[src/rtl/o_feature_store_pkg.sv]
// Shared definitions for the output feature store engine.
// Holds the default bus/address/count widths and the FSM state encodings
// used by o_feature_store. No ports; imported by the RTL files.
package o_feature_store_pkg;

   localparam int DATA_BUS_WIDTH = 128;
   localparam int EXT_ADDR_WIDTH = 16;
   localparam int BUF_ADDR_WIDTH = 8;
   localparam int CNT_WIDTH      = 8;

   localparam int STATE_WIDTH    = 2;

   localparam logic [1:0] ST_IDLE = 2'd0;
   localparam logic [1:0] ST_RUN  = 2'd1;
   localparam logic [1:0] ST_DONE = 2'd2;

endpackage

[src/rtl/o_feature_store_skid_fifo.sv]
// Two-entry synchronous skid FIFO between the buffer read port and the
// external write port.
// Ports: clk, rst (sync, active high), push/din write side, pop/dout read
// side, empty flag and occupancy count (0..2).
module o_feature_store_skid_fifo #(
   parameter int WIDTH = 128
) (
   input  logic             clk,
   input  logic             rst,
   input  logic             push,
   input  logic             pop,
   input  logic [WIDTH-1:0] din,
   output logic [WIDTH-1:0] dout,
   output logic             empty,
   output logic [1:0]       count
);

   logic [WIDTH-1:0] mem_q [2];
   logic [WIDTH-1:0] mem_d [2];
   logic             wr_ptr_q, wr_ptr_d;
   logic             rd_ptr_q, rd_ptr_d;
   logic [1:0]       count_q, count_d;

   // Next-state for storage, pointers and occupancy.
   always_comb begin
      mem_d = mem_q;
      if (push) begin
         mem_d[wr_ptr_q] = din;
         wr_ptr_d        = ~wr_ptr_q;
      end else begin
         wr_ptr_d        = wr_ptr_q;
      end
      if (pop) begin
         rd_ptr_d = ~rd_ptr_q;
      end else begin
         rd_ptr_d = rd_ptr_q;
      end
      // Push and pop together leave the occupancy unchanged.
      case ({push, pop})
         2'b10:   count_d = count_q + 2'd1;
         2'b01:   count_d = count_q - 2'd1;
         default: count_d = count_q;
      endcase
   end

   // State registers with synchronous reset.
   always_ff @(posedge clk) begin
      if (rst) begin
         mem_q[0] <= {WIDTH{1'b0}};
         mem_q[1] <= {WIDTH{1'b0}};
         wr_ptr_q <= 1'b0;
         rd_ptr_q <= 1'b0;
         count_q  <= 2'd0;
      end else begin
         mem_q    <= mem_d;
         wr_ptr_q <= wr_ptr_d;
         rd_ptr_q <= rd_ptr_d;
         count_q  <= count_d;
      end
   end

   assign dout  = mem_q[rd_ptr_q];
   assign empty = (count_q == 2'd0);
   assign count = count_q;

endmodule

[src/rtl/o_feature_store.sv]
// Output feature write-back engine.
// On store_enable it reads store_counter consecutive words from the output
// feature buffer (starting at src_addr) and writes them to the external bus
// at incrementing addresses (starting at dst_addr), honouring o_ready.
// Ports: clk, rst (sync, active high); command: store_enable, src_addr,
// dst_addr, store_counter; buffer read: buf_rd_en, buf_rd_addr, buf_rd_data;
// external write: o_data, o_addr, o_wr_en, o_ready; status: store_busy,
// store_done.
module o_feature_store #(
   parameter int DATA_BUS_WIDTH = o_feature_store_pkg::DATA_BUS_WIDTH,
   parameter int EXT_ADDR_WIDTH = o_feature_store_pkg::EXT_ADDR_WIDTH,
   parameter int BUF_ADDR_WIDTH = o_feature_store_pkg::BUF_ADDR_WIDTH,
   parameter int CNT_WIDTH      = o_feature_store_pkg::CNT_WIDTH
) (
   input  logic                      clk,
   input  logic                      rst,
   input  logic                      store_enable,
   input  logic [BUF_ADDR_WIDTH-1:0] src_addr,
   input  logic [EXT_ADDR_WIDTH-1:0] dst_addr,
   input  logic [CNT_WIDTH-1:0]      store_counter,
   output logic                      buf_rd_en,
   output logic [BUF_ADDR_WIDTH-1:0] buf_rd_addr,
   input  logic [DATA_BUS_WIDTH-1:0] buf_rd_data,
   output logic [DATA_BUS_WIDTH-1:0] o_data,
   output logic [EXT_ADDR_WIDTH-1:0] o_addr,
   output logic                      o_wr_en,
   input  logic                      o_ready,
   output logic                      store_busy,
   output logic                      store_done
);

   import o_feature_store_pkg::*;

   logic [1:0]                state_q, state_d;
   logic [BUF_ADDR_WIDTH-1:0] rd_addr_q, rd_addr_d;
   logic [EXT_ADDR_WIDTH-1:0] wr_addr_q, wr_addr_d;
   logic [CNT_WIDTH-1:0]      rd_left_q, rd_left_d;
   logic [CNT_WIDTH-1:0]      wr_left_q, wr_left_d;
   logic                      outstanding_q, outstanding_d;

   logic                      push_s;
   logic                      pop_s;
   logic                      rd_en_s;
   logic                      fifo_empty_s;
   logic [1:0]                fifo_count_s;
   logic [2:0]                credit_s;
   logic [DATA_BUS_WIDTH-1:0] fifo_dout_s;

   // Read issue credit, FIFO handshakes and FSM/counter next state.
   always_comb begin
      pop_s    = ~fifo_empty_s & o_ready;
      // Read data arrives the cycle after the read, so the in-flight flag
      // doubles as the FIFO push strobe.
      push_s   = outstanding_q;
      // Slots already claimed after this cycle's pop; a new read may only
      // be issued while fewer than two are claimed, so the FIFO never
      // overflows.
      credit_s = {2'b00, outstanding_q} + {1'b0, fifo_count_s} - {2'b00, pop_s};
      rd_en_s  = (state_q == ST_RUN) &&
                 (rd_left_q != {CNT_WIDTH{1'b0}}) &&
                 (credit_s < 3'd2);

      state_d       = state_q;
      rd_addr_d     = rd_addr_q;
      wr_addr_d     = wr_addr_q;
      rd_left_d     = rd_left_q;
      wr_left_d     = wr_left_q;
      outstanding_d = rd_en_s;

      case (state_q)
         ST_IDLE: begin
            if (store_enable) begin
               rd_addr_d = src_addr;
               wr_addr_d = dst_addr;
               rd_left_d = store_counter;
               wr_left_d = store_counter;
               if (store_counter == {CNT_WIDTH{1'b0}}) begin
                  state_d = ST_DONE;
               end else begin
                  state_d = ST_RUN;
               end
            end else begin
               state_d = ST_IDLE;
            end
         end
         ST_RUN: begin
            if (rd_en_s) begin
               rd_addr_d = rd_addr_q + BUF_ADDR_WIDTH'(1);
               rd_left_d = rd_left_q - CNT_WIDTH'(1);
            end else begin
               rd_addr_d = rd_addr_q;
               rd_left_d = rd_left_q;
            end
            if (pop_s) begin
               wr_addr_d = wr_addr_q + EXT_ADDR_WIDTH'(1);
               wr_left_d = wr_left_q - CNT_WIDTH'(1);
               if (wr_left_q == CNT_WIDTH'(1)) begin
                  state_d = ST_DONE;
               end else begin
                  state_d = ST_RUN;
               end
            end else begin
               wr_addr_d = wr_addr_q;
               wr_left_d = wr_left_q;
               state_d   = ST_RUN;
            end
         end
         ST_DONE: begin
            state_d = ST_IDLE;
         end
         default: begin
            state_d = ST_IDLE;
         end
      endcase
   end

   // FSM, address counters and in-flight flag with synchronous reset.
   always_ff @(posedge clk) begin
      if (rst) begin
         state_q       <= ST_IDLE;
         rd_addr_q     <= {BUF_ADDR_WIDTH{1'b0}};
         wr_addr_q     <= {EXT_ADDR_WIDTH{1'b0}};
         rd_left_q     <= {CNT_WIDTH{1'b0}};
         wr_left_q     <= {CNT_WIDTH{1'b0}};
         outstanding_q <= 1'b0;
      end else begin
         state_q       <= state_d;
         rd_addr_q     <= rd_addr_d;
         wr_addr_q     <= wr_addr_d;
         rd_left_q     <= rd_left_d;
         wr_left_q     <= wr_left_d;
         outstanding_q <= outstanding_d;
      end
   end

   o_feature_store_skid_fifo #(
      .WIDTH (DATA_BUS_WIDTH)
   ) u_fifo (
      .clk   (clk),
      .rst   (rst),
      .push  (push_s),
      .pop   (pop_s),
      .din   (buf_rd_data),
      .dout  (fifo_dout_s),
      .empty (fifo_empty_s),
      .count (fifo_count_s)
   );

   // Head data and write address only change on a transfer, so both are
   // held while the sink stalls.
   assign buf_rd_en   = rd_en_s;
   assign buf_rd_addr = rd_addr_q;
   assign o_wr_en     = ~fifo_empty_s;
   assign o_data      = fifo_dout_s;
   assign o_addr      = wr_addr_q;
   assign store_busy  = (state_q == ST_RUN) || (state_q == ST_DONE);
   assign store_done  = (state_q == ST_DONE);

endmodule

[config.mk]
export PLATFORM = sky130hd
export DESIGN_NAME = o_feature_store
export DESIGN_NICKNAME = d
export VERILOG_FILES = /design/src/rtl/o_feature_store_pkg.sv /design/src/rtl/o_feature_store_skid_fifo.sv /design/src/rtl/o_feature_store.sv
export SDC_FILE = /design/constraint.sdc
export NUM_CORES = 1
export LEC_CHECK = 0
export ABC_CLOCK_PERIOD_IN_PS = 3300
export BUFFER_PORTS_ARGS = -buffer_cell sky130_fd_sc_hd__clkbuf_2
export CORE_ASPECT_RATIO = 1.5
export CORE_UTILIZATION = 54
export DETAILED_ROUTE_END_ITERATION = 7
export PLACE_DENSITY_LB_ADDON = 0.2
export SETUP_SLACK_MARGIN = 0.4
export SYNTH_ARGS = -nofsm -noshare
export SYNTH_HDL_FRONTEND = slang
export SYNTH_SLANG_ARGS = --single-unit
[constraint.sdc]
create_clock -name clk -period 3.3 [get_ports clk]
set_input_delay 0.66 -clock clk [delete_from_list [all_inputs] [get_ports clk]]
set_output_delay 0.66 -clock clk [all_outputs]
set_load 0.01 [all_outputs]
# == Word-level counts from Yosys, hierarchy flattened ==
# Index checks and enable logic that the tools add are counted.
# totals
regBits,303
elab_cells,72
# classes
add_sub_neg,8
n_lt_le_gt_ge,4
eq_ne,8
mux,23
n_bitwise,6
n_reduce_logical,12
# ops
cell,n
two-way mux 128 bit,4
bitwise mux 256 bit,1
demux 128 bit (select 1 bit),1
case mux 8 bit (2 select lines),3
two-way mux 8 bit,5
two-way mux 16 bit,2
case mux 16 bit (2 select lines),1
"adder 16 x 1 -> 16 bit, second input constant",1
"subtractor 8 x 1 -> 8 bit, second input constant",2
"adder 8 x 1 -> 8 bit, second input constant",1
"== test 8 x 1 -> 1 bit, second input constant",1
logical NOT 8 bit,1
two-way mux 2 bit,4
case mux 2 bit (2 select lines),2
nonzero test 8 bit,1
AND reduction 3 bit,2
"== test 2 x 1 -> 1 bit, second input constant",2
"== test 2 bit, second input constant",2
">= comparator 2 bit, second input constant",2
logical NOT 2 bit,2
"inequality test 2 bit, second input constant",2
NOT 1 -> 2 bit,2
nonzero test 2 bit,2
adder 1 x 2 -> 3 bit,1
10 further kinds,14

# == Longest topological paths before layout ==
# Gate-level depths: netlist of the first run.
# depth
ltp_word,8
ltp_mapped,12

# == Cells and area by module ==
# A second synthesis of the first run with hierarchy kept.
# hier_totals
cells_unflattened,1652
hier_area_um2,13349.1
# by_module_without_submodules
module,n_inst,cells_each,area_each_um2,seq_area_each_um2
o_feature_store_skid_fifo,1,1272,10450.0,5205.0
o_feature_store,1,380,2899.0,860.8

# == Worst setup path after synthesis of the first run ==
# OpenSTA, ideal clock, no wires.
# synth_path
path_type,in2reg
startpoint,input port o_ready
endpoint,"register rd_addr_q[7], in the netlist buf_rd_addr[7]"
t_arrival_ns,2.649
t_required_ns,3.230
path_slack_ns,0.581
path_stages,11
cell_sequence,nand2b_1 nor2_1 or2_2 nand2_1 fa_1 nand2_1 a311oi_2 a21o_1 buf_2 o21ai_1 a21oi_1
# synth_between
elab_chain_cells,6
# synth_rtl
element,line,text
start: declaration,o_feature_store.sv:27,"input logic o_ready,"
AND 1 bit,o_feature_store.sv:51,pop_s = ~fifo_empty_s & o_ready;
subtractor 3 x 1 -> 3 bit,o_feature_store.sv:58,"credit_s = {2'b00, outstanding_q} + {1'b0, fifo_count_s} - {2'b00, pop_s};"
< comparator 3 x 2 -> 1 bit,o_feature_store.sv:61,(credit_s < 3'd2);
logical AND 1 bit,o_feature_store.sv:60,(rd_left_q != {CNT_WIDTH{1'b0}}) &&
net buf_rd_en,o_feature_store.sv:21,"output logic buf_rd_en,"
inequality test 2 bit (no source line),--,
AND reduction 3 bit (no source line),--,
end signal: assignment,o_feature_store.sv:121,rd_addr_q <= {BUF_ADDR_WIDTH{1'b0}};
end signal: assignment,o_feature_store.sv:128,rd_addr_q <= rd_addr_d;
end: declaration,o_feature_store.sv:35,"logic [BUF_ADDR_WIDTH-1:0] rd_addr_q, rd_addr_d;"
# The timed path passes the listed nets, and every way through them passes these cells.
# A chain may end at the register's enable or synchronous reset.

# == Worst setup path in the final report of the first run ==
# layout_path
startpoint,"register u_fifo.count_q[0], in the netlist u_fifo.count[0]"
endpoint,output port buf_rd_en
# layout_between
elab_chain_cells,6
# layout_rtl
element,line,text
start: declaration,o_feature_store_skid_fifo.sv:22,"logic [1:0] count_q, count_d;"
start signal: assignment,o_feature_store_skid_fifo.sv:58,count_q <= count_d;
"parallel branches: the longest is 3 deep, another holds adder 1 x 2 -> 3 bit",--,
subtractor 3 x 1 -> 3 bit *,o_feature_store.sv:58,
< comparator 3 x 2 -> 1 bit *,o_feature_store.sv:61,
logical AND 1 bit *,o_feature_store.sv:60,
end: declaration,o_feature_store.sv:21,
# Every way passes the cells marked *.

==> results.cfg, run 1 <==
[outcome]
status = complete, no violations

[setup_path]
worst_setup_path_end_kind = output port
ff2ff_setup_slack_ns = 0.55
required_ns = 2.64
worstPathMaxFanout = 3
cp_top_family = adder cells
cp_slowest_cell = fa_2
worst-path-buf-inv = 1
startpoint_type = flip-flop
reg2regPathDepth = 15
path_cells = nand2b_4, nor2_4, or2_4, nand2_2, fa_2, nand2_2, a311oi_2, clkbuf_2
slowest_delay_ns = 0.56
rr_endpoint = rd_left_q[5]
reg2reg_from = u_fifo.count[0]
arrival_ns = 2.34
criticalPathCategory = flip-flop to output port
crit_top_cell = nand2_2

[synthesis]
ys.flop_type = dfxtp_1
synth_edf_count = 0
netlist_area_um2 = 13020
yosysMostFrequentCell = nand2_1
syn_nets = 1805
synth_seq_cells = 303
yosys.area.top_type = dfxtp_1
syn_avg_cell_area_um2 = 7.981
synth_cell_types = 52
synthArstFlopShare = 0
postSynthCellCount = 1631
ys_seq_area_frac = 0.4660
ys_top_cells_by_area = dfxtp_1 (47%), nand2_1 (16%), a21oi_1 (11%)
synth_commonest_cells = nand2_1 (551), dfxtp_1 (303), a21oi_1 (297), mux2_2 (129), clkbuf_1 (111)
synth_top_area_frac = 0.4660
yosysWarnings = 0

[cts]
cts_sinks = 303
htree_levels = 1
clock_path_buffers = 3
cts_tree = done
numCtsBuffers = 29
clock_latency_ns = 0.54
cts-hold-fix-buffers = 0
clk_pin_slew_ns = 0.06
cts_root_buf = clkbuf_16

[pwr]
p_total_mw = 8.155
p_per_area_nw_per_um2 = 517.7
ir_drop_uv = 423.2
leakage_nw = 6.228

[sta]
skew_ns = 0.009240
worst_slack_ns = 0.3001
fin_crit_sh = 0.9091
setup_viol = 0
period_needed_ns = 3.000
hold_violations = 0
setup_tns_ns = 0
slew_violations = 0
max_slew_margin = 0.3961
rsz0062_at_grt = true
worst_pin_slew_ns = 0.9059
fmax_ghz = 0.3333

[global_route]
grt_pass1_vias = 11183
antenna_found_initial = 3
grt_max_degree = 121
grt_use_total = 0.2718
gr-total-overflow = 0
grt_first_pass_wirelength_um = 54280

[cells_and_area]
utilization = 0.6660
layoutNonFillerInstCount = 2224
area_delta_synth_final_pct = 21.02
nNetsFinal = 2060
drive_above_1_share = 0.2832
fillerInstances = 2058

[routing]
drt_iter0_drc = 778
drt_wl_total_um = 35290
firstDrtPassIters = 5
drc = 0
wire_per_inst_um = 15.87
drtAntennaViolNets = 0
route.vias.total = 12197
post_drt_via_cell_ratio = 5.484

[run]
cap_violations = 0

[placement]
pre_cts_slack_ns = 0.2000
portBuffers = 319
place_congestion = 0.8266
dpl.hpwl_um = 22590
placed_cells = 2166

[floorplan]
dieArea_um2 = 24740
die_w_um = 128.8
die_y_um = 192.2
start_util = 0.5503
pin_count = 320
row_count = 69
core_area_um2 = 23660

[worst_hold_path]
whs_path_depth = 3
min_to = u_fifo.mem_q[221]
hold_path_class = input port to flip-flop
hold_path_startpoint = buf_rd_data[93]
report_power, final:
part	internal [mW]	total, mW	switching, mW
sequential	3.80	3.93	0.126
clock	1.79	3.14	1.35
combinational	0.445	1.08	0.634
total	6.04	8.16	2.11
logic make-up after synthesis:
kind of cell	after synthesis	synth area share
DFF	303	0.4660
AOI/OAI and AO/OA	378	0.1575
buffers and inverters	138	0.04143
muxes	133	0.1147
xor gates and xnor gates	3	0.002019
adders and majority gates	10	0.01019
and+or+nand+nor	666	0.2082
flip-flops by register name (all words and copies together) (netlist names):
| register | count |
|---|---|
| u_fifo.rd_ptr_q | 1 |
| outstanding_q | 1 |
| u_fifo.mem_q | 256 |
| rd_left_q | 8 |
| o_addr | 16 |
| u_fifo.count | 2 |
| state_q | 2 |
| wr_left_q | 8 |
| buf_rd_addr | 8 |
| u_fifo.wr_ptr_q | 1 |
metal layers:
layer  part of all wire  up-vias  wire length (um)  track usage
met5            0.00031        -                11            0
met4              0.040        2              1400       0.1199
met3              0.065       83              2301      0.05794
met2               0.50      383             17770       0.4875
met1               0.39     5718             13800       0.3061
li1                   -     6011                 -            -
per-stage QoR:
stage	instance area (um^2)	hold WS (ns)
global route	15750	0.3356
floorplan	13020	0.4303
global placement	14780	0.4374
finish	15750	0.3531
detailed placement	14780	0.4431
CTS	15740	0.3363
cell usage in the layout (no fill, tap or decap), types with 4 or more instances in the layout:
cell       count
nand3_1       19
mux2i_1        4
o21ai_0       18
mux2_2       129
buf_4         26
nand4_1       11
nor2_1        29
a22oi_1        7
a21oi_1      296
o21ai_1        9
and3_1         4
nor4_1         6
nor2b_1        5
o31ai_1        4
clkbuf_2     318
inv_1         12
buf_12         4
a211oi_1      11
o32ai_1        4
dfxtp_1      300
nor3_1        12
nand2_1      548
and4_1         4
nand2b_1       8
clkbuf_16     29
ha_1           8
clkbuf_1      13
tightest hold or removal path, cell delays in order:
cell,delay (ns)
clkbuf_2,0.09
nand2_1,0.05
a21oi_1,0.05
timing repair:
action	CTS	global route
endpoints found under the setup margin	1	13
resized for setup	11	2
buffers inserted	8	0
cloned	0	0
pin swaps	4	0
area by class of cell:
type | count | area [um^2] | area share
diodes | 2 | 5.005 | 0.0003177
clock inverters | 5 | 78.83 | 0.005004
inverters | 13 | 48.80 | 0.003097
well taps | 319 | 399.1 | 0.02534
flip-flops and latches | 303 | 6075 | 0.3856
repair buffers | 349 | 1881 | 0.1194
multi-input cells | 1190 | 6479 | 0.4112
clock buffers | 43 | 788.3 | 0.05004
how the worst max path moves through the flow:
stage | depth (start not counted) | endpoint | from | slack (ns)
after CTS | 8 | buf_rd_en | u_fifo.count[0] | 0.30
final | 8 | buf_rd_en | u_fifo.count[0] | 0.30
after floorplan | 11 | buf_rd_addr[7] | o_ready | 0.58
after detailed placement | 11 | buf_rd_addr[0] | o_ready | 0.20
after global placement | 11 | buf_rd_addr[0] | o_ready | 0.24
after global routing | 8 | buf_rd_en | u_fifo.count[0] | 0.18
Power figures use the tool's default switching activity.
==> inputs of run 2 (changes only) <==
Settings changed: ABC_AREA set to 1.
==> run 2 against run 1 <==
Sequential share of layout area down 0.71 points. Sequential power up 3%. First-iteration DRC count increased by 17%. Largest cell class unchanged. Die area grew 2.8%. Highest routed layer unchanged. Combinational power is 40% higher. Final cell count up 18%. Sequential cell count did not move. Clock skew increased by 0.0047 ns. Utilization fell by 0.69 points. Count of clock-buffer cells in the layout grew 1. Maximum frequency increased by 2.8%.
==> results.cfg, run 2 <==
[outcome]
status = complete, no violations

[routing]
drc = 0
drt_iter0_drc = 913
drt_wl_total_um = 36960
wire_per_inst_um = 14.12
route.vias.total = 13610
drtAntennaViolNets = 0
post_drt_via_cell_ratio = 5.199
firstDrtPassIters = 5

[placement]
dpl.hpwl_um = 22620
portBuffers = 319
place_congestion = 0.8414

[cells_and_area]
fillerInstances = 2236
top_register = u_fifo.mem_q
drive_above_1_share = 0.1874
multi_input_comb_area_um2 = 6516
largest_reg_flops = 256
nNetsFinal = 2442
utilization = 0.6591
regArea_um2 = 6075
mostFrequentLayoutCells = nor2_1 (580), nand2_1 (510), clkbuf_2 (318), dfxtp_1 (300), o21ai_0 (287)
area_delta_synth_final_pct = 19.93
final_common_cell = nor2_1

[synthesis]
synth_commonest_cells = nor2_1 (581), nand2_1 (513), dfxtp_1 (303), o21ai_0 (288), clkbuf_1 (70)
netlist_area_um2 = 13380
syn_avg_cell_area_um2 = 6.595
synthArstFlopShare = 0
ys.flop_type = dfxtp_1
synth_cell_types = 36
syn_nets = 2203
synth_seq_cells = 303
ys_seq_area_frac = 0.4533
synth_edf_count = 0
yosys.area.top_type = dfxtp_1
postSynthCellCount = 2029
synth_top_area_frac = 0.4533
yosysMostFrequentCell = nor2_1
yosysWarnings = 0
ys_top_cells_by_area = dfxtp_1 (45%), nor2_1 (16%), nand2_1 (14%)

[sta]
period_needed_ns = 2.919
fmax_ghz = 0.3426
setup_viol = 0
slew_violations = 0
skew_ns = 0.01394
hold_violations = 0
setup_tns_ns = 0
fin_crit_sh = 0.8845
rsz0062_at_grt = true
max_slew_margin = 0.4584
worst_pin_slew_ns = 0.8124

[setup_path]
startpoint_type = flip-flop
ff2ff_setup_slack_ns = 0.69
arrival_ns = 2.26
criticalPathCategory = flip-flop to output port
worstPathMaxFanout = 3
worst_setup_path_end_kind = output port
required_ns = 2.64

[pwr]
p_sw_mw = 2.506
p_per_area_nw_per_um2 = 553.3
comb_power_share = 0.170
p_total_mw = 8.879
sw_frac_of_total = 0.2822
ir_drop_uv = 584.0
clkPwrFrac = 0.373
leakage_nw = 7.728
intPower_mw = 6.373
pwr-share-seq = 0.457

[global_route]
grt_pass1_vias = 12714
antenna_found_initial = 6
grt_use_total = 0.2836
grt_max_degree = 129
grt_first_pass_wirelength_um = 58950
gr-total-overflow = 0

[cts]
clock_latency_ns = 0.54
htree_levels = 1
cts_sinks = 303
numCtsBuffers = 29
cts_root_buf = clkbuf_16
clock_path_buffers = 3
clk_pin_slew_ns = 0.07
cts_tree = done

[worst_hold_path]
hold_path_class = input port to flip-flop

[run]
cap_violations = 0

[floorplan]
die_y_um = 194.8
dieArea_um2 = 25430
pin_count = 320
row_count = 70
start_util = 0.5496
core_area_um2 = 24350
die_w_um = 130.5
## run 2: changes by cell type after synthesis, moves of 38 or more
cell and change:
a21oi_1 -260, buf_2 +43, clkbuf_1 -41, mux2_2 -129, nand2_1 -38, nor2_1 +551, o21ai_0 +270
## run 2: area by class of cell
| type | count | area share |
|---|---|---|
| clock inverters | 8 | 0.005614 |
| inverters | 57 | 0.01458 |
| diodes | 5 | 0.0007797 |
| clock buffers | 44 | 0.05310 |
| flip-flops and latches | 303 | 0.3785 |
| repair buffers | 342 | 0.1161 |
| multi-input cells | 1535 | 0.4061 |
| well taps | 324 | 0.02526 |
## run 2: cells by family after synthesis
kind of cell,count (synthesis),share of synthesized area
AND/OR/NAND/NOR,1172,0.3399
AO/OA/AOI/OAI,349,0.1320
flip-flops,303,0.4533
buffers and inverters,191,0.06227
adder cells (fa/ha/maj),10,0.009911
XOR/XNOR,4,0.002618
## run 2: path summary, 6_finish.rpt
kind / startpoint / end / depth (start not counted)
worst min-delay path: buf_rd_data[82] / u_fifo.mem_q[210] / 3
worst max-delay path: u_fifo.count[1] / buf_rd_en / 13
worst min register to register: o_addr[4] / o_addr[4] / 2
worst max register to register: u_fifo.count[1] / rd_left_q[4] / 17
## run 2: per-stage QoR
stage / cells / worst slack (ns) / instance area [um^2] / hold slack [ns]
6_report: 2618 / 0.3811 / 16050 / 0.3495
5_1_grt: 2616 / 0.2785 / 16040 / 0.3405
3_5_place_dp: 2553 / 0.3997 / 15000 / 0.4581
2_1_floorplan: 2029 / 0.8283 / 13380 / 0.4390
4_1_cts: 2609 / 0.3177 / 15980 / 0.3360
3_3_place_gp: 2553 / 0.5413 / 15000 / 0.4512
## run 2: power groups by stage
stage | Clock (mW) | Sequential (mW) | Combinational (mW)
final | 3.31 | 4.06 | 1.51
after global routing | 3.51 | 4.09 | 1.70
after CTS | 3.36 | 4.05 | 1.49
after detailed placement | 0 | 4.13 | 1.48
after global placement | 0 | 4.13 | 1.46
after floorplan | 0 | 4.12 | 0.976
## run 2: critical path: stages (launching register included)
cell	delay [ns]
dfxtp_4	0.35
inv_2	0.04
nand2_2	0.07
nand2_2	0.06
inv_2	0.05
nand2_2	0.05
o21ai_2	0.07
nand2_2	0.09
fa_2	0.55
nand3_2	0.06
nor2_2	0.11
nand2_2	0.07
inv_2	0.06
buf_6	0.09
## run 2: layer usage
metal / track usage / vias to the layer above / part of all wire / routed length, um
met5: 0 / - / 0.00030 / 11
met3: 0.06358 / 106 / 0.073 / 2696
met2: 0.4848 / 449 / 0.48 / 17760
met4: 0.1401 / 2 / 0.046 / 1683
met1: 0.3274 / 6185 / 0.40 / 14810
li1: - / 6868 / - / -
## run 2: what timing repair did
action | in CTS | in global routing
gates resized for setup | 4 | 10
pin swaps | 1 | 4
endpoints found under the setup margin | 1 | 1
hold buffers | 0 | 0
setup buffers | 4 | 4
